===== config.mk =====
export PLATFORM = sky130hd
export DESIGN_NAME = card_pair_matcher
export DESIGN_NICKNAME = d
export VERILOG_FILES = /design/src/rtl/card_pair_matcher_pkg.sv /design/src/rtl/card_pair_matcher_display_delay_timer.sv /design/src/rtl/card_pair_matcher.sv
export SDC_FILE = /design/constraint.sdc
export NUM_CORES = 1
export LEC_CHECK = 0
export ABC_AREA = 1
export BUFFER_PORTS_ARGS = -buffer_cell sky130_fd_sc_hd__buf_2
export CAP_MARGIN = 20
export CORE_AREA = 2 2 132 102
export CTS_CLUSTER_DIAMETER = 80
export DETAILED_ROUTE_END_ITERATION = 16
export DIE_AREA = 0 0 134 104
export GPL_TIMING_DRIVEN = 0
export PLACE_DENSITY = 0.82
export SLEW_MARGIN = 40
export SYNTH_ARGS = -nofsm -noshare
export SYNTH_HDL_FRONTEND = slang
export SYNTH_SLANG_ARGS = --single-unit

===== constraint.sdc =====
create_clock -name clk -period 2.3 [get_ports clk]
set_input_delay 0 -clock clk [delete_from_list [all_inputs] [get_ports clk]]
set_output_delay 0 -clock clk [all_outputs]
set_load 0.05 [all_outputs]

===== src/rtl/card_pair_matcher_pkg.sv =====
// rtl/card_pair_matcher_pkg.sv - shared card codes, address width and game FSM states
// Purpose: common definitions for the pair-matching game core and its helpers.
// Contents: card state codes, card address width, game state enum, board address check.
package card_pair_matcher_pkg;

  localparam int CARD_ADDR_W = 4;

  // Per-card state codes; 2'b10 is never produced.
  localparam logic [1:0] CARD_EMPTY = 2'b00;
  localparam logic [1:0] CARD_DOWN  = 2'b01;
  localparam logic [1:0] CARD_UP    = 2'b11;

  typedef enum logic [2:0] {
    ST_WAIT_START,
    ST_IDLE,
    ST_ONE_UP,
    ST_SHOW,
    ST_RESOLVE,
    ST_DONE
  } game_state_t;

  // Address 0 means "no card"; valid board addresses are 1..num_cards.
  function automatic logic addr_on_board(input logic [CARD_ADDR_W-1:0] addr,
                                         input int num_cards);
    return (addr != '0) && (int'(addr) <= num_cards);
  endfunction

endpackage


===== src/rtl/card_pair_matcher_display_delay_timer.sv =====
// rtl/card_pair_matcher_display_delay_timer.sv - face-up display delay counter
// Purpose: counts the cycles both revealed cards stay visible.
// Ports: clk, rst (sync, active-high); start clears the count; run enables counting;
//        done is high in the last run cycle (count == DISPLAY_CYCLES-1).
module display_delay_timer #(
  parameter int DISPLAY_CYCLES = 65_000_000
) (
  input  logic clk,
  input  logic rst,
  input  logic start,
  input  logic run,
  output logic done
);

  localparam int TW = (DISPLAY_CYCLES > 1) ? $clog2(DISPLAY_CYCLES) : 1;
  localparam logic [TW-1:0] LAST = TW'(DISPLAY_CYCLES - 1);

  logic [TW-1:0] count;

  // Holds at LAST instead of wrapping; start always wins so an abandoned
  // delay never leaks into the next turn.
  always_ff @(posedge clk) begin
    if (rst || start) begin
      count <= '0;
    end else if (run && (count != LAST)) begin
      count <= count + TW'(1);
    end
  end

  assign done = run && (count == LAST);

endmodule


===== src/rtl/card_pair_matcher.sv =====
// rtl/card_pair_matcher.sv - game-state core for the 12-card pair matching board
// Purpose: holds per-card state, answers the click checker's state lookup, consumes
//          validated clicks, reveals two cards, holds them for a display delay, then
//          removes a matched pair or flips a mismatch back.
// Ports: clk, rst (sync, active-high); new_game + card_layout start a game;
//        card_to_test_address -> card_test_state (combinational lookup);
//        event_occurred + card_clicked_address are validated clicks;
//        click_enable, card_state_flat, pairs_found, match_pulse, mismatch_pulse,
//        game_over, move_count are registered status outputs.
// Build option: define MOVE_COUNTER_EN to enable the saturating move_count; otherwise
//        move_count is tied to zero.
module card_pair_matcher
  import card_pair_matcher_pkg::*;
#(
  parameter int NUM_CARDS      = 12,
  parameter int PAIR_ID_W      = 4,
  parameter int DISPLAY_CYCLES = 65_000_000
) (
  input  logic                           clk,
  input  logic                           rst,
  input  logic                           new_game,
  input  logic [NUM_CARDS*PAIR_ID_W-1:0] card_layout,
  input  logic [CARD_ADDR_W-1:0]         card_to_test_address,
  output logic [1:0]                     card_test_state,
  input  logic                           event_occurred,
  input  logic [CARD_ADDR_W-1:0]         card_clicked_address,
  output logic                           click_enable,
  output logic [2*NUM_CARDS-1:0]         card_state_flat,
  output logic [3:0]                     pairs_found,
  output logic                           match_pulse,
  output logic                           mismatch_pulse,
  output logic                           game_over,
  output logic [7:0]                     move_count
);

  game_state_t                    state;
  logic [1:0]                     cards [1:NUM_CARDS];
  logic [NUM_CARDS*PAIR_ID_W-1:0] layout_r;
  logic [CARD_ADDR_W-1:0]         first_addr;
  logic [CARD_ADDR_W-1:0]         second_addr;
  logic                           match_r;
  logic                           click_ok;
  logic                           second_ok;
  logic                           timer_done;

  // Mux-style lookup so out-of-board addresses read as empty without
  // indexing past the array.
  function automatic logic [1:0] card_at(input logic [CARD_ADDR_W-1:0] addr);
    logic [1:0] s;
    s = CARD_EMPTY;
    for (int n = 1; n <= NUM_CARDS; n++) begin
      if (int'(addr) == n) s = cards[n];
    end
    return s;
  endfunction

  function automatic logic [PAIR_ID_W-1:0] pair_id_of(input logic [CARD_ADDR_W-1:0] addr);
    logic [PAIR_ID_W-1:0] id;
    id = '0;
    for (int n = 1; n <= NUM_CARDS; n++) begin
      if (int'(addr) == n) id = layout_r[(n-1)*PAIR_ID_W +: PAIR_ID_W];
    end
    return id;
  endfunction

  assign card_test_state = card_at(card_to_test_address);

  // A click only counts on a face-down card that is on the board; this also
  // rejects re-clicking the first card, which is already face-up.
  assign click_ok  = event_occurred && addr_on_board(card_clicked_address, NUM_CARDS)
                     && (card_at(card_clicked_address) == CARD_DOWN);
  assign second_ok = !new_game && (state == ST_ONE_UP) && click_ok
                     && (card_clicked_address != first_addr);

  display_delay_timer #(
    .DISPLAY_CYCLES(DISPLAY_CYCLES)
  ) u_timer (
    .clk  (clk),
    .rst  (rst),
    .start(second_ok),
    .run  (state == ST_SHOW),
    .done (timer_done)
  );

  always_comb begin
    card_state_flat = '0;
    for (int n = 1; n <= NUM_CARDS; n++) begin
      card_state_flat[2*(n-1) +: 2] = cards[n];
    end
  end

  always_ff @(posedge clk) begin
    if (rst) begin
      state          <= ST_WAIT_START;
      for (int n = 1; n <= NUM_CARDS; n++) cards[n] <= CARD_EMPTY;
      layout_r       <= '0;
      first_addr     <= '0;
      second_addr    <= '0;
      match_r        <= 1'b0;
      pairs_found    <= '0;
      match_pulse    <= 1'b0;
      mismatch_pulse <= 1'b0;
      game_over      <= 1'b0;
      click_enable   <= 1'b0;
    end else begin
      match_pulse    <= 1'b0;
      mismatch_pulse <= 1'b0;
      if (new_game) begin
        // Restart from any state; a click in the same cycle is dropped.
        state        <= ST_IDLE;
        for (int n = 1; n <= NUM_CARDS; n++) cards[n] <= CARD_DOWN;
        layout_r     <= card_layout;
        pairs_found  <= '0;
        game_over    <= 1'b0;
        click_enable <= 1'b1;
      end else begin
        case (state)
          ST_IDLE: begin
            if (click_ok) begin
              cards[card_clicked_address] <= CARD_UP;
              first_addr                  <= card_clicked_address;
              state                       <= ST_ONE_UP;
            end
          end
          ST_ONE_UP: begin
            if (second_ok) begin
              cards[card_clicked_address] <= CARD_UP;
              second_addr                 <= card_clicked_address;
              match_r      <= (pair_id_of(first_addr) == pair_id_of(card_clicked_address));
              state        <= ST_SHOW;
              click_enable <= 1'b0;
            end
          end
          ST_SHOW: begin
            if (timer_done) state <= ST_RESOLVE;
          end
          ST_RESOLVE: begin
            if (match_r) begin
              cards[first_addr]  <= CARD_EMPTY;
              cards[second_addr] <= CARD_EMPTY;
              pairs_found        <= pairs_found + 4'd1;
              match_pulse        <= 1'b1;
            end else begin
              cards[first_addr]  <= CARD_DOWN;
              cards[second_addr] <= CARD_DOWN;
              mismatch_pulse     <= 1'b1;
            end
            if (match_r && (int'(pairs_found) + 1 == NUM_CARDS / 2)) begin
              state     <= ST_DONE;
              game_over <= 1'b1;
            end else begin
              state        <= ST_IDLE;
              click_enable <= 1'b1;
            end
          end
          default: begin
            // ST_WAIT_START and ST_DONE only leave on new_game.
          end
        endcase
      end
    end
  end

`ifdef MOVE_COUNTER_EN
  logic [7:0] move_count_r;

  always_ff @(posedge clk) begin
    if (rst || new_game) begin
      move_count_r <= '0;
    end else if ((state == ST_RESOLVE) && (move_count_r != 8'hFF)) begin
      move_count_r <= move_count_r + 8'd1;
    end
  end

  assign move_count = move_count_r;
`else
  assign move_count = 8'h00;
`endif

endmodule


After elaboration in Yosys (flattened, before gate mapping)
Memories as Yosys holds them, arrays and structs flattened.
Cells that the tools add are included.
{ "word_totals": {"in_bits": 60, "ram_bits": 24, "elab_cells": 227, "out_inout_bits": 42, "ff_bits": 94, "mem_count": 1} }
{ "op_classes": {"mux": 115, "bitwise_logic": 16, "eq_ne": 53, "add_sub_neg": 3, "reduce_logical": 26, "magnitude_cmp": 1} }
{ "memory_table": {"columns": ["memory", "words", "width", "read_ports", "rd_clocked_by_memory_dff", "wr", "line_no", "source"], "rows": [
  ["cards", 12, 2, 12, 0, 12, "card_pair_matcher.sv:37", "logic [1:0] cards [1:NUM_CARDS];"]
]} }
{ "ops": {"columns": ["cell", "n"], "rows": [
  ["$mux W4", 35],
  ["$eq A4 B4 Y1 const B", 24],
  ["$mux W2", 42],
  ["$eq A4 B3 Y1 const B", 9],
  ["$mux W1", 32],
  ["$add A26 B1 Y26 const B", 1],
  ["$eq A26 B26 Y1 const B", 1],
  ["$ne A26 B26 Y1 const B", 1],
  ["$or A1 B1 Y1", 15],
  ["$eq A4 B2 Y1 const B", 3],
  ["$mux W3", 4],
  ["$pmux W3 S4", 1],
  ["$logic_and A1 B1 Y1", 9],
  ["$ne A3 B3 Y1 const B", 3],
  ["$reduce_and A3 Y1", 3],
  ["$reduce_and A4 Y1", 2],
  ["$reduce_bool A4 Y1", 2],
  ["$reduce_or A2 Y1", 4],
  ["$eq A3 B2 Y1 const B", 2],
  ["$add A4 B1 Y5 const B", 1],
  ["$eq A5 B3 Y1 const B", 1],
  ["$reduce_bool A5 Y1", 1],
  ["$add A4 B1 Y4 const B", 1],
  ["$eq A4 B4 Y1", 1],
  ["other kinds (14)", 16]
]} }

Depth between registers and ports, before layout
{ "logic_depth": {"ltp_word": 26, "ltp_mapped": 20, "depth_no_buf": 18} }

By module
A second synthesis with hierarchy kept.
{ "unflattened": {"cells_unflattened": 1070, "area_unflattened_um2": 7001.7} }
{ "by_module_without_submodules": {"columns": ["mod", "area_each_um2", "instances", "cells_each", "seq_area_each_um2"], "rows": [
  ["card_pair_matcher", 5398.9, 1, 820, 1961.9],
  ["display_delay_timer", 1602.8, 1, 250, 520.5]
]} }

Worst setup path before layout
No wires, ideal clock.
{ "synth_path": {"path_kind": "reg-to-reg", "start": "mem cards[4][0]", "end": "mem cards[4][0], data pin", "period_less_slack_ps": 2186, "stages_incl_launch_ff": 16, "t_arrival_ps": 1933, "path_buffers": 1, "setup_time_ps": 252, "setup_slack_ps": 114, "required_time_ps": 2048, "cell_sequence": "edfxtp_1 > o211ai_1 > nand4_1 > nand2_1 > nand3_1 > nand3_2 > nand4_4 > nand4_4 > nand2_1 > nand2_2 > nand2_4 > buf_6 > nand3_1 > nand2_1 > nand2_1 > nand2_1"} }
{ "synth_rtl": {"columns": ["element", "line_no"], "rows": [
  ["start, declared", "card_pair_matcher.sv:37"]
]} }

==> metrics.md <==
| Metric | Value |
|---|---|
| Status | finished, final reports clean |
| Avg Cell Area, Syn | 6.60 um2 |
| Hold path startpoint | card_clicked_address[0] |
| Chip width | 134 um |
| Layout cells sized above 1 | 0.196 |
| Setup crit start kind | register |
| Worst path required time | 2640 ps |
| Core area | 12700 um2 |
| Fin. Hold Viols | 0 |
| Antenna Nets Post-Route | 0 |
| Final setup vio count | 0 |
| CTS tree | built |
| H-tree levels | 4 |
| Grt ovf | 0 |
| DRC | 0 |
| CTS buffer count | 17 |
| GRT Util Overall | 0.318 |
| Pins Over Slew Limit | 0 |
| Cell Chain, Critical Path | or2_0, nand2_1, nand3_1, nand3_2, nand4_4, nand4_4, buf_4, nand2_1, buf_2, nor3b_1 |
| Clk pwr share | 0.463 |
| Kind of critical path | reg2reg |
| F_max | 445 MHz |
| NetSw | 1.73 mW |
| Vias in the first global route | 7241 |
| MaxCap Viol Count | 0 |
| Maximum vdd ir drop | 0.624 mV |
| Clk Latency, worst-skew pair | 420 ps |
| Pin count of the biggest net entering global routing | 17 |
| Initial antenna violation count | 0 |
| WL final | 23300 um |
| Yosys cell types | 46 |
| Port Buffers | 91 |
| Initial Util | 0.542 |
| P_leak | 3.82 nW |
| DP HPWL | 15800 um |
| Area Growth Syn to Fin | 33.1% |
| Pint | 4.47 mW |
| Nets | 1293 |
| Die Y | 104 um |
| Combinational Power Share | 0.168 |
| Mapped cell area | 6860 um2 |
| Critical path peak fanout | 10 |
| Number of vias in the routed layout | 8085 |
| RR Startpoint | cards[5][0]$_DFFE_PP_ |
| Post-synth EDFFs | 12 |
| Worst hold path class | in2reg |
| Critical Path Source | cards[5][0]$_DFFE_PP_ |
| First-pass GRT wire length | 35200 um |
| Min cycle time layout | 2250 ps |
| CTS root buffer | clkbuf_16 |
| Ys flop type | dfxtp_1 |
| Setup crit end kind | register |
| Critical-path top delay cell | edfxtp_1 |
| IO Count | 102 |
| DR vias/cell | 5.72 |
| Post-synth top area cell | dfxtp_1 |
| Net Sw Frac | 0.280 |
| CP peak stage delay | 500 ps |
| TritonCTS Sinks | 118 |
| Row cnt | 36 |
| Longest Clk Path Bufs | 2 |
| Power per Cell Area | 680 nW/um2 |
| Top post-synthesis cells by count | nand2_1, inv_1, nor2_1 |
| Top cells by area, synth | dfxtp_1, nand2_1, inv_1 |
| Synth warn | 0 |
| Antenna Cells | 0 |
| Post-synth top area share | 0.309 |
| Initial DRC count | 1011 |
| Reg clk slew, reported paths | 60 ps |
| Rel. slew slack | 0.498 |
| Final TNS setup | 0 ps |
| Post-DP Area | 7560 um2 |
| Sequential area share after synthesis | 0.362 |
| Skew final | 8.68 ps |
| Yosys reg bits | 118 |
| First drt pass iteration count | 7 |
| WL/cell | 16.5 um |
| Async SR Flop Fraction | 0 |
| Die area | 13900 um2 |
| Design area | 9130 um2 |
| Fill count | 962 |
| Crit path DAT | 2580 ps |
| Gate Count Post-Synth | 1040 |
| Final GP Congestion | 0.965 |
| Reg power frac | 0.369 |
| Worst-Margin Slew | 753 ps |
| Most common cell in the netlist | nand2_1 |
| Crit share post-route | 0.978 |
[layer usage]
layer	routed length, um	vias to the layer above	global-route usage
met4	763	0	0.116
met1	9470	3676	0.432
met3	2730	80	0.0770
li1	-	3783	-
met2	10300	546	0.491
met5	0	-	0
[kinds of logic (layout without fill, tap and decap cells)]
logic type / after synthesis / count (layout) / share of synthesized area
buffers and inverters: 171 / 366 / 0.103
AOI/OAI and AO/OA: 163 / 163 / 0.141
other: 1 / 8 / 0.000546
adders and majority gates: 3 / 3 / 0.00547
xor gates and xnor gates: 14 / 14 / 0.0179
and+or+nand+nor: 570 / 571 / 0.371
DFF: 118 / 118 / 0.362
[power groups by stage]
stage                     Sequential (mW)  Clock (mW)  Combinational, mW
final                                2.29        2.87               1.04
after global routing                 2.30        2.97               1.12
after global placement               2.31           0              0.819
after CTS                            2.27        2.87              0.918
after detailed placement             2.31           0              0.833
after floorplan                      2.36           0              0.532
[final cells by class]
cell class                      instances  area [um2]  area share
Clock inverter                          8         141      0.0155
Clock buffer                           24         493      0.0540
Multi-Input combinational cell        759        3940       0.431
Timing Repair Buffer                  163        1140       0.125
Inverter                              136         515      0.0564
Tap cell                              171         214      0.0234
Buffer                                 35         201      0.0221
Sequential cell                       118        2490       0.272
[flip-flops by register name, indices dropped and copies added (netlist names), 3 cells and up]
signal	cells
state	3
first_addr	4
layout_r	48
pairs_found	4
second_addr	4
u_timer.count	26
cards	24
[worst paths after layout]
check	end	slack, ps	cells past startpoint
max	u_timer.count[20]$_SDFFE_PP0P_	50	10
min	first_addr[0]$_SDFFE_PP0P_	20	3
min reg2reg	game_over$_SDFFE_PP0P_	470	2
max reg2reg	u_timer.count[20]$_SDFFE_PP0P_	50	10
[metrics by stage]
| step | power (mW) | utilization | std cells | hold slack (ps) | worst slack (ps) |
|---|---|---|---|---|---|
| final | 6.21 | 0.722 | 1414 | 21.8 | 51.2 |
| after global routing | 6.39 | 0.722 | 1414 | 44.4 | -69.4 |
| after CTS | 6.07 | 0.692 | 1394 | 4.33 | -10.1 |
| after detailed placement | 3.15 | 0.597 | 1309 | 191 | -189 |
| after global placement | 3.13 | 0.597 | 1309 | 190 | -146 |
| after floorplan | 2.89 | - | 1047 | 103 | 114 |
[layout by cell type (no fill, tap or decap), types with 21 or more instances in the layout]
cell	count
a21oi_1	46
buf_2	93
buf_4	30
clkbuf_1	21
dfxtp_1	101
dlygate4sd3_1	52
inv_1	124
nand2_1	266
nand3_1	85
nand4_1	23
nor2_1	105
o21ai_0	66
[what timing repair did]
| item | 4_1_cts | 5_1_grt |
|---|---|---|
| gates resized for setup | 12 | 58 |
| cloned | 0 | 2 |
| pin swaps | 1 | 12 |
| hold endpoints to repair | 54 | 0 |
| setup buffers | 1 | 18 |
| setup endpoints to repair | 22 | 59 |
| hold buffers | 52 | 0 |
[critical path: cells and delay by family (launching register included)]
kind                   cells  cell delay, ps
and+or+nand+nor            8            1230
DFF                        1             500
buffers and inverters      2             420
Note: power is estimated with default switching activity, not from simulation.
